--- src/rtl/calc_pkg.sv ---
// calc_pkg: shared FSM states, ALU opcodes and mux select codes for the calc control unit.
package calc_pkg;

    typedef enum logic [2:0] {
        IDLE = 3'd0,
        LD1  = 3'd1,
        LD2  = 3'd2,
        CALC = 3'd3,
        DONE = 3'd4
    } state_t;

    localparam logic [1:0] ADD = 2'b00;
    localparam logic [1:0] SUB = 2'b01;
    localparam logic [1:0] AND = 2'b10;
    localparam logic [1:0] XOR = 2'b11;

    localparam logic [1:0] S1_ZERO = 2'b00;
    localparam logic [1:0] S1_IN1  = 2'b01;
    localparam logic [1:0] S1_IN2  = 2'b10;
    localparam logic [1:0] S1_ALU  = 2'b11;

    localparam logic S2_ALU  = 1'b0;
    localparam logic S2_ZERO = 1'b1;

endpackage

--- src/rtl/calc_cu_if.sv ---
// calc_cu_if: start/opcode request and datapath control bundle between calc_cu and its datapath.
interface calc_cu_if;

    logic       go;
    logic [1:0] op;
    logic [1:0] s1;
    logic [1:0] wa;
    logic       we;
    logic [1:0] raa;
    logic       rea;
    logic [1:0] rab;
    logic       reb;
    logic [1:0] c;
    logic       s2;
    logic       busy;
    logic       done;

    modport master (
        input  go, op,
        output s1, wa, we, raa, rea, rab, reb, c, s2, busy, done
    );

    modport slave (
        output go, op,
        input  s1, wa, we, raa, rea, rab, reb, c, s2, busy, done
    );

endinterface

--- src/rtl/calc_cu_dec.sv ---
// calc_cu_dec: decodes FSM state and latched opcode into datapath control signals.
module calc_cu_dec
    import calc_pkg::*;
#(
    parameter logic [1:0] A_REG = 2'b01,
    parameter logic [1:0] B_REG = 2'b10,
    parameter logic [1:0] R_REG = 2'b11
) (
    input  state_t     state,
    input  logic [1:0] op_q,
    output logic [1:0] s1,
    output logic [1:0] wa,
    output logic       we,
    output logic [1:0] raa,
    output logic       rea,
    output logic [1:0] rab,
    output logic       reb,
    output logic [1:0] c,
    output logic       s2,
    output logic       busy,
    output logic       done
);

    always_comb begin
        s1   = S1_ZERO;
        wa   = 2'b00;
        we   = 1'b0;
        raa  = 2'b00;
        rea  = 1'b0;
        rab  = 2'b00;
        reb  = 1'b0;
        c    = ADD;
        s2   = S2_ZERO;
        busy = 1'b0;
        done = 1'b0;
        case (state)
            LD1: begin
                s1   = S1_IN1;
                wa   = A_REG;
                we   = 1'b1;
                busy = 1'b1;
            end
            LD2: begin
                s1   = S1_IN2;
                wa   = B_REG;
                we   = 1'b1;
                busy = 1'b1;
            end
            CALC: begin
                rea  = 1'b1;
                raa  = A_REG;
                reb  = 1'b1;
                rab  = B_REG;
                c    = op_q;
                s1   = S1_ALU;
                wa   = R_REG;
                we   = 1'b1;
                busy = 1'b1;
            end
            // result + 0 through the ALU presents the stored result on out
            DONE: begin
                rea  = 1'b1;
                raa  = R_REG;
                s2   = S2_ALU;
                done = 1'b1;
            end
            default: ;
        endcase
    end

endmodule

--- src/rtl/calc_cu.sv ---
// calc_cu: load-load-compute control unit; holds state and latched opcode.
// Define CALC_REPEAT_EN to let go in DONE restart directly (4-cycle back-to-back period).
module calc_cu
    import calc_pkg::*;
#(
    parameter logic [1:0] A_REG = 2'b01,
    parameter logic [1:0] B_REG = 2'b10,
    parameter logic [1:0] R_REG = 2'b11
) (
    input logic      clk,
    input logic      rst,
    calc_cu_if.master bus
);

    state_t     state;
    state_t     state_n;
    logic [1:0] op_q;
    logic       start;

`ifdef CALC_REPEAT_EN
    assign start = bus.go && (state == IDLE || state == DONE);
`else
    assign start = bus.go && state == IDLE;
`endif

    always_comb begin
        state_n = IDLE;
        case (state)
            IDLE:    state_n = start ? LD1 : IDLE;
            LD1:     state_n = LD2;
            LD2:     state_n = CALC;
            CALC:    state_n = DONE;
            DONE:    state_n = start ? LD1 : IDLE;
            default: state_n = IDLE;
        endcase
    end

    always_ff @(posedge clk or posedge rst) begin
        if (rst) begin
            state <= IDLE;
            op_q  <= ADD;
        end else begin
            state <= state_n;
            if (start) op_q <= bus.op;
        end
    end

    calc_cu_dec #(
        .A_REG(A_REG),
        .B_REG(B_REG),
        .R_REG(R_REG)
    ) u_dec (
        .state(state),
        .op_q (op_q),
        .s1   (bus.s1),
        .wa   (bus.wa),
        .we   (bus.we),
        .raa  (bus.raa),
        .rea  (bus.rea),
        .rab  (bus.rab),
        .reb  (bus.reb),
        .c    (bus.c),
        .s2   (bus.s2),
        .busy (bus.busy),
        .done (bus.done)
    );

endmodule

--- src/flat_wrapper.sv ---
// flat-port wrapper written by rule: the top's interface ports become plain ports
module calc_cu_flat import calc_pkg::*;
#(
    parameter logic [1:0] A_REG = 2'b01,
    parameter logic [1:0] B_REG = 2'b10,
    parameter logic [1:0] R_REG = 2'b11
)
  (clk, rst, bus_go, bus_op, bus_s1, bus_wa, bus_we, bus_raa, bus_rea, bus_rab, bus_reb, bus_c, bus_s2, bus_busy, bus_done);
  calc_cu_if bus_i ();
  input logic clk;
  input logic rst;
  input wire logic [$bits(bus_i.go)-1:0] bus_go;
  input wire logic [$bits(bus_i.op)-1:0] bus_op;
  output wire logic [$bits(bus_i.s1)-1:0] bus_s1;
  output wire logic [$bits(bus_i.wa)-1:0] bus_wa;
  output wire logic [$bits(bus_i.we)-1:0] bus_we;
  output wire logic [$bits(bus_i.raa)-1:0] bus_raa;
  output wire logic [$bits(bus_i.rea)-1:0] bus_rea;
  output wire logic [$bits(bus_i.rab)-1:0] bus_rab;
  output wire logic [$bits(bus_i.reb)-1:0] bus_reb;
  output wire logic [$bits(bus_i.c)-1:0] bus_c;
  output wire logic [$bits(bus_i.s2)-1:0] bus_s2;
  output wire logic [$bits(bus_i.busy)-1:0] bus_busy;
  output wire logic [$bits(bus_i.done)-1:0] bus_done;
  assign bus_i.go = bus_go;
  assign bus_i.op = bus_op;
  assign bus_s1 = bus_i.s1;
  assign bus_wa = bus_i.wa;
  assign bus_we = bus_i.we;
  assign bus_raa = bus_i.raa;
  assign bus_rea = bus_i.rea;
  assign bus_rab = bus_i.rab;
  assign bus_reb = bus_i.reb;
  assign bus_c = bus_i.c;
  assign bus_s2 = bus_i.s2;
  assign bus_busy = bus_i.busy;
  assign bus_done = bus_i.done;
  calc_cu #(.A_REG(A_REG), .B_REG(B_REG), .R_REG(R_REG)) u_core (.clk(clk), .rst(rst), .bus(bus_i));
endmodule
--- config.mk ---
export PLATFORM = sky130hd
export DESIGN_NAME = calc_cu_flat
export DESIGN_NICKNAME = d
export VERILOG_FILES = /design/src/rtl/calc_pkg.sv /design/src/rtl/calc_cu_if.sv /design/src/rtl/calc_cu_dec.sv /design/src/rtl/calc_cu.sv /design/src/flat_wrapper.sv
export SDC_FILE = /design/constraint.sdc
export NUM_CORES = 1
export LEC_CHECK = 0
export ABC_AREA = 1
export BUFFER_PORTS_ARGS = -buffer_cell sky130_fd_sc_hd__buf_2
export CAP_MARGIN = 20
export CORE_AREA = 2 2 39 41
export DETAILED_ROUTE_END_ITERATION = 12
export DIE_AREA = 0 0 41 43
export SETUP_SLACK_MARGIN = 0.15
export SLEW_MARGIN = 20
export SYNTH_ARGS = -nofsm -noshare
export SYNTH_HDL_FRONTEND = slang
export SYNTH_HIERARCHICAL = 1
export SYNTH_SLANG_ARGS = --single-unit
--- constraint.sdc ---
create_clock -name clk -period 1.3 [get_ports clk]
set_input_delay 0.26 -clock clk [delete_from_list [all_inputs] [get_ports clk]]
set_output_delay 0.26 -clock clk [all_outputs]
set_load 0.03 [all_outputs]
==> metrics.cfg, run 1 <==
[outcome]
status = complete, but fails checks
failed_checks = setup timing

[floorplanning]
ios = 21
die_w_um = 41
rows = 14
dieArea_um2 = 1760
initial_core_util_pct = 23.5
die_h_um = 43
core_um2 = 1380

[timing]
rsz0062_at_grt = true
finalSetupViolations = 15
skew_ns = 0.00309
period_share_pct = 108
setup_ws_ns = -0.108
min_period_ns = 1.41
maxSlewViolCount = 0
finalHoldViolations = 0
fmax_mhz = 710

[clock_tree]
worstSkewPairLatency_ns = 0.24
clk_path_buf_depth = 2
cts-root-buf = clkbuf_4
cts_tree = done
cts_sinks = 5
ctsHtreeMaxLevel = 1
cts_buffers = 3
path_clk_slew_ns = 0.04

[worst_setup_path]
cp_slowest_stage_delay_ns = 0.42
worstSetupPathType = reg2out
crit_cells = 4
critPathLaunchType = flip-flop
path_cells = inv_2, nand3_4, nor2_2, buf_6
rr_worst_depth = 6
r2r-end = u_core/op_q[1]
critical_path.slowest_cell = dfrtp_2
critPathTopFamily = flip-flops
critPathCaptureType = primary output
critPathMaxFanout = 5
worstSetupEndpoint = bus_c[0]
worst-path-buf-inv = 2
rr_startpoint = u_core/state[2]
crit_path_start = u_core/state[2]
arrival_ns = 1.15
rrSetupSlack_ns = 0.23
cp.required_ns = 1.04

[logic_synthesis]
synthesis.area_um2 = 325
ys_ff_latch = 5
yosysWarnings = 6
synth.distinct_cells = 13
avgSynthCellArea_um2 = 7.23
synth_nets = 50
syn_inst = 45
yosysSeqAreaShare_pct = 38.5

[finish]
diodes = 0
fillers = 138
final_nets = 75
area_growth_pct = 106
drive_gt1_share_pct = 69.6
mostFrequentLayoutCells = buf_6 (15), inv_1 (5), nand2_1 (5), buf_4 (5)
layout_commonest_cell = buf_6

[route]
vias = 339
drtIter0Drc = 0
drc = 0
drt-total-wl_um = 755
routed_via_density = 3.99
postRouteAntennaNets = 0
wl_per_cell_um = 8.88
first_pass_iters = 1

[placement]
port-buffer-count = 19
pre_cts_slack_ns = 0.0788
gp_congestion = 0.648
dpl.hpwl_um = 567

[grt]
grt_antenna_before_repair = 0
grt_pass1_vias = 313
grt_start_max_net_pins = 8
grt-ovfl-total = 0
track_usage_pct = 10.9
grt_pass1_wl_um = 1240

[job]
cap_violations = 0

[worst_hold_path]
hold_path.class = in2reg
holdPathStages = 3

routing by layer:
metal / track usage, % / share of wire [%] / vias to the layer above
li1: - / - / 176
met1: 10.5 / 37 / 147
met2: 17.2 / 57 / 16
met3: 3.14 / 5.8 / 0
met4: 10.0 / 0 / 0
met5: 0 / 0 / -
cell usage after synthesis:
cell type,instances,share of area (%)
nor2_2,2,3.8
nor3b_1,1,2.3
nor2_1,5,5.8
conb_1,1,1.2
dfrtp_1,5,38
inv_1,9,10
inv_2,1,1.2
nor3_1,1,1.5
nand3_1,3,4.6
a21oi_1,1,1.5
nand3_2,2,6.2
buf_4,6,14
nand2_1,8,9.2
how the worst min path moves through the flow:
stage / slack, ns / to / from
after global placement: 0.16 / u_core/op_q[0] / rst
after detailed placement: 0.17 / u_core/op_q[0] / rst
after floorplan: 0.04 / u_core/op_q[0] / rst
final: 0.26 / u_core/op_q[0] / bus_op[0]
after global routing: 0.26 / u_core/op_q[1] / bus_op[1]
after CTS: 0.25 / u_core/op_q[1] / bus_op[1]
flip-flops by register name, summed over array words and instances, names as in the netlist:
signal	count
u_core/state	3
u_core/op_q	2
tightest hold or removal path, stage by stage:
cell	delay (ns)
buf_2	0.08
nand3_1	0.06
nand2_1	0.06
metrics by stage:
step	util (%)	hold slack [ns]	TNS (ns)	std cells	cell area, um2
after floorplan	-	0.0383	0	45	405
after global placement	33.8	0.164	0	75	468
after detailed placement	33.8	0.169	0	75	468
after CTS	43.1	0.246	-1.29	82	597
after global routing	48.5	0.260	-1.79	85	671
final	48.5	0.255	-0.848	85	671
timing repair:
| item | in CTS | in global routing |
|---|---|---|
| pin swaps | 0 | 4 |
| resized for setup | 25 | 17 |
| setup buffers | 2 | 3 |
| setup endpoints to repair | 15 | 17 |
| hold endpoints to repair | 5 | 0 |
| hold buffers | 1 | 0 |
final cells by class:
class                      instances  area, um2  area share, %
multi-input combinational         24        194           28.9
inverter                          10       50.0           7.46
sequential                         5        129           19.2
timing repair buffer              26        251           37.5
tap                               16       20.0           2.99
clock buffer                       4       26.3           3.92
cell families after synthesis:
group / Yosys count / synth area share (%)
flip-flops: 5 / 38.5
other: 1 / 1.15
AND/OR/NAND/NOR: 22 / 33.5
AO/OA/AOI/OAI: 1 / 1.54
buffers and inverters: 16 / 25.4
Power of run 1 is left out: the tool's default activity adds up to more than one toggle a clock period on the data nets, which glitch-free logic cannot reach.
==> run 2, diff against run 1 <==
--- a/config.mk
+++ b/config.mk
@@ -7,7 +7,6 @@
 export LEC_CHECK = 0
 export ABC_AREA = 1
 export BUFFER_PORTS_ARGS = -buffer_cell sky130_fd_sc_hd__buf_2
-export CAP_MARGIN = 20
 export CORE_AREA = 2 2 39 41
 export DETAILED_ROUTE_END_ITERATION = 12
 export DIE_AREA = 0 0 41 43
@@ -15,5 +14,4 @@
 export SLEW_MARGIN = 20
 export SYNTH_ARGS = -nofsm -noshare
 export SYNTH_HDL_FRONTEND = slang
-export SYNTH_HIERARCHICAL = 1
 export SYNTH_SLANG_ARGS = --single-unit
==> run 2 against run 1 <==
Effect of this change: the run still ends with setup timing left; clock skew decreased by 0.00059 ns; worst hold slack got worse by 0.0049 ns; first-iteration DRC count unchanged; die area is the same; sequential share of layout area shrank 1.1 points; global-route usage rose by 0.22 points; flip-flop and latch count unchanged; critical endpoint unchanged.
==> metrics.cfg, run 2 <==
[outcome]
status = complete, but fails checks
failed_checks = setup timing

[worst_setup_path]
path_common_cell = nor2_4
rr_startpoint = u_core.state[0]
r2r-end = u_core.op_q[1]
critPathLaunchType = flip-flop
cp.required_ns = 1.04
rr_worst_depth = 8
critical_path.slowest_cell = dfrtp_1
cp_slowest_stage_delay_ns = 0.42
arrival_ns = 1.18
critPathTopFamily = flip-flops
critPathMaxFanout = 3
crit_cells = 5
path_cells = nand2_2, nor2_4, inv_4, nor2_4, buf_6
critPathCaptureType = primary output
worstSetupPathType = reg2out
rrSetupSlack_ns = 0.01
worst-path-buf-inv = 2

[route]
postRouteAntennaNets = 0
drt-total-wl_um = 824
routed_via_density = 3.92
wl_per_cell_um = 9.36
vias = 345
drc = 0
drtIter0Drc = 0
first_pass_iters = 1

[logic_synthesis]
synth.distinct_cells = 10
yosysSeqAreaShare_pct = 40.5
yosys-top-cells-area = dfrtp_1 (40%), buf_4 (15%), nand2_1 (12%)
synth_nets = 49
post-synth-top-count-cell = nand2_1
synth_edf_count = 0
avgSynthCellArea_um2 = 7.02
ys_ff_latch = 5
synth_common_cells = nand2_1 (10), inv_1 (8), buf_4 (6), nor2_1 (6), dfrtp_1 (5)
synthArstFlopShare_pct = 100
synth_ff_type = dfrtp_1
synthesis.area_um2 = 309
yosys.area.top_type_share_pct = 40.5
syn_inst = 44
yosysWarnings = 0
yosys.area.top_type = dfrtp_1

[power_and_ir_drop]
powerDensity_nw_per_um2 = 3150
peakVddDrop_uv = 906
p_leak_uw = 0.000351
p_total_uw = 2220

[finish]
largest_reg_flops = 3
diodes = 0
postLayoutCoreUtil_pct = 50.9
mostFrequentLayoutCells = buf_6 (17), nor2_4 (8), nand2_1 (7), inv_1 (6), buf_2 (6)
layout_commonest_cell = buf_6
fillers = 140
reg_top3 = u_core.state x3, u_core.op_q x2
regMostFlops = u_core.state
area_growth_pct = 128
final_nets = 78
drive_gt1_share_pct = 69.4

[grt]
gr-usage-met2_pct = 18.8
globalRoute.busiestLayer = met2
grt_util_met1_pct = 11.6
grt_start_max_net_pins = 6
track_usage_pct = 11.1
grt_antenna_before_repair = 0
met3_usage_pct = 4.71
grt_pass1_vias = 343
grt-ovfl-total = 0
grt_pass1_wl_um = 1300

[floorplanning]
die_h_um = 43
die_w_um = 41
initial_core_util_pct = 22.3
dieArea_um2 = 1760
ios = 21
rows = 14
core_um2 = 1380

[timing]
finalSetupViolations = 15
finalSetupTns_ns = -1.45
skew_ns = 0.00250
rsz0062_at_grt = true
period_share_pct = 111
fmax_mhz = 696
finalHoldViolations = 0
maxSlewViolCount = 0
holdWs_ns = 0.250
min_period_ns = 1.44
setup_ws_ns = -0.138

[clock_tree]
path_clk_slew_ns = 0.04
ctsHtreeMaxLevel = 1
cts_sinks = 5
clk_path_buf_depth = 2
cts-root-buf = clkbuf_4
cts_tree = done
worstSkewPairLatency_ns = 0.24
cts_buffers = 3

[worst_hold_path]
min_from = bus_op[1]
hold_path.class = in2reg
hold-path-endpoint = u_core.op_q[1]
holdPathStages = 3

[placement]
port-buffer-count = 19
dpl.hpwl_um = 526
gp_congestion = 0.666

[job]
cap_violations = 0

## run 2: stage by stage
| stage | instance area [um2] | worst slack, ns | std cells |
|---|---|---|---|
| finish | 704 | -0.138 | 88 |
| global route | 704 | -0.202 | 88 |
| CTS | 653 | -0.138 | 85 |
| detailed placement | 463 | 0.0467 | 74 |
| global placement | 463 | 0.0485 | 74 |
| floorplan | 389 | -0.0380 | 44 |
## run 2: worst max path at each step
stage	end	startpoint	slack (ns)
3_5_place_dp	bus_raa[0]	u_core.state[0]	0.05
3_3_place_gp	bus_rea	u_core.state[0]	0.05
5_1_grt	bus_c[0]	u_core.state[1]	-0.20
6_report	bus_c[0]	u_core.state[1]	-0.14
4_1_cts	bus_done	u_core.state[1]	-0.14
2_1_floorplan	bus_raa[0]	u_core.state[0]	-0.04
## run 2: worst min-delay path, cell delays in order
cell and delay, ns:
buf_2 0.07, nand3_1 0.06, nand2_1 0.06
## run 2: timing repair
action | in CTS | in global routing
hold endpoints to repair | 5 | 0
buffers inserted | 6 | 3
setup endpoints to repair | 15 | 17
gates resized for setup | 29 | 8
pin swaps | 6 | 3
hold buffers | 1 | 0
## run 2: logic make-up after synthesis
family,count (synthesis),share of synthesized area [%]
AND/OR/NAND/NOR,23,32.8
other,1,1.21
buffers and inverters,15,25.5
flip-flops,5,40.5
## run 2: routing by layer
metal,vias to the layer above,share of wire (%)
met5,-,0
li1,175,-
met2,18,57
met4,0,0
met3,0,8.5
met1,152,34
## run 2: power breakdown
part	internal, uW	switching [uW]	total (uW)
Combinational	790	940	1730
Clock	116	62.0	178
Sequential	234	80.5	314
## run 2: area by class of cell
cell class,count,area [um2],area share [%]
clock buffer,4,26.3,3.73
inverter,9,43.8,6.22
multi-input combinational,24,198,28.1
sequential,5,128,18.1
tap,16,20.0,2.84
timing repair buffer,30,289,41.0
Note: power is estimated with default switching activity, not from simulation.
==> run 3, diff against run 2 <==
==> constraint.sdc (replaced) <==
create_clock -name clk -period 1.2 [get_ports clk]
set_input_delay 0.24 -clock clk [delete_from_list [all_inputs] [get_ports clk]]
set_output_delay 0.24 -clock clk [all_outputs]
set_load 0.03 [all_outputs]
==> run 3 against run 2 <==
Effect of this change: the run still ends with setup timing left; critical path depth fell by 1; combinational power barely moved; cell area fell by 3.9%; first-iteration DRC count did not move; critical endpoint is now bus_c[1]; largest cell class unchanged.
==> metrics.cfg, run 3 (synthesis gave the netlist of run 2 again) <==
[clock_tree]
cts-root-buf = clkbuf_4
cts_tree = done
worstSkewPairLatency_ns = 0.24
clk_path_buf_depth = 2
cts_buffers = 3
path_clk_slew_ns = 0.04
ctsHtreeMaxLevel = 1
cts_sinks = 5

[grt]
grt_util_met1_pct = 9.87
met3_usage_pct = 3.14
grt_pass1_vias = 307
grt_antenna_before_repair = 0
gr-usage-met2_pct = 18.1
grt_start_max_net_pins = 7
grt-ovfl-total = 0
track_usage_pct = 10.4
globalRoute.busiestLayer = met2
grt_pass1_wl_um = 1210

[finish]
area_growth_pct = 119
layout_commonest_cell = buf_6
mostFrequentLayoutCells = buf_6 (17), nand2_1 (8), nor2_4 (7), inv_1 (6), buf_4 (6)
largest_reg_flops = 3
regMostFlops = u_core.state
diodes = 0
final_area_um2 = 677
reg_top3 = u_core.state x3, u_core.op_q x2
final_nets = 77
fillers = 126
drive_gt1_share_pct = 66.2

[worst_setup_path]
critPathLaunchType = flip-flop
cp.required_ns = 0.96
critPathCaptureType = primary output
rr_startpoint = u_core.state[1]
critPathMaxFanout = 6
worstSetupPathType = reg2out
rr_worst_depth = 5
rrSetupSlack_ns = 0.20
arrival_ns = 1.19
r2r-end = u_core.op_q[0]

[timing]
min_period_ns = 1.43
rsz0062_at_grt = true
finalSetupTns_ns = -2.77
maxSlewViolCount = 0
holdWs_ns = 0.247
skew_ns = 0.00181
finalHoldViolations = 0
setup_ws_ns = -0.225
period_share_pct = 119
fmax_mhz = 702
finalSetupViolations = 15

[worst_hold_path]
hold-path-endpoint = u_core.op_q[0]
hold_path.class = in2reg
holdPathStages = 3
min_from = bus_op[0]

[floorplanning]
core_um2 = 1380
dieArea_um2 = 1760
initial_core_util_pct = 22.3
die_w_um = 41
die_h_um = 43
ios = 21
rows = 14

[route]
drt-total-wl_um = 759
postRouteAntennaNets = 0
wl_per_cell_um = 8.72
drc = 0
first_pass_iters = 1
routed_via_density = 3.83
drtIter0Drc = 0
vias = 333

[placement]
pre_cts_slack_ns = -0.0410
port-buffer-count = 19
placed_area_um2 = 479
gp_congestion = 0.638
dpl.hpwl_um = 559

[outcome]
failed_checks = setup timing
status = complete, but fails checks

[power_and_ir_drop]
p_leak_uw = 0.000369
p_total_uw = 2270
peakVddDrop_uv = 1320
powerDensity_nw_per_um2 = 3350

[job]
cap_violations = 0

[run 3: routing by layer]
layer	part of all wire [%]	vias to the layer above
li1	-	171
met1	34	145
met2	57	17
met3	9.2	0
met4	0	0
met5	0	-
[run 3: power by group]
part           total (uW)  leakage, uW  switching, uW  internal [uW]
Combinational        1720     0.000293            939            785
Clock                 190    0.0000150           64.7            125
Sequential            353    0.0000615            103            250
Total                2270     0.000369           1110           1160
[run 3: timing repair]
action / CTS / global route
hold buffers: 1 / 0
pin swaps: 3 / 1
gates resized for setup: 32 / 5
buffers inserted: 4 / 1
endpoints found under the setup margin: 15 / 17
hold endpoints to repair: 5 / 0
[run 3: cell type report]
type | count | area [um2] | area share [%]
repair buffers | 29 | 287 | 42.3
multi-input cells | 24 | 181 | 26.8
flip-flops and latches | 5 | 126 | 18.7
inverters | 9 | 36.3 | 5.36
clock buffers | 4 | 26.3 | 3.88
well taps | 16 | 20.0 | 2.96
[run 3: worst max path at each step]
stage | start | end | cells after the start
final | u_core.state[2] | bus_c[1] | 4
after global routing | u_core.state[0] | bus_c[1] | 5
after CTS | u_core.state[0] | bus_c[1] | 5
after detailed placement | u_core.state[0] | bus_c[1] | 5
after global placement | u_core.state[0] | bus_c[0] | 5
after floorplan | u_core.state[0] | bus_raa[0] | 5
[run 3: stage by stage]
stage,cells,util (%)
floorplan,44,-
global placement,77,34.6
detailed placement,77,34.6
CTS,86,47.3
global route,87,48.9
finish,87,48.9
[run 3: critical path, stage by stage (launching register included)]
cell,delay [ns]
dfrtp_2,0.48
nor2_4,0.17
inv_4,0.08
nor2_4,0.08
buf_6,0.13
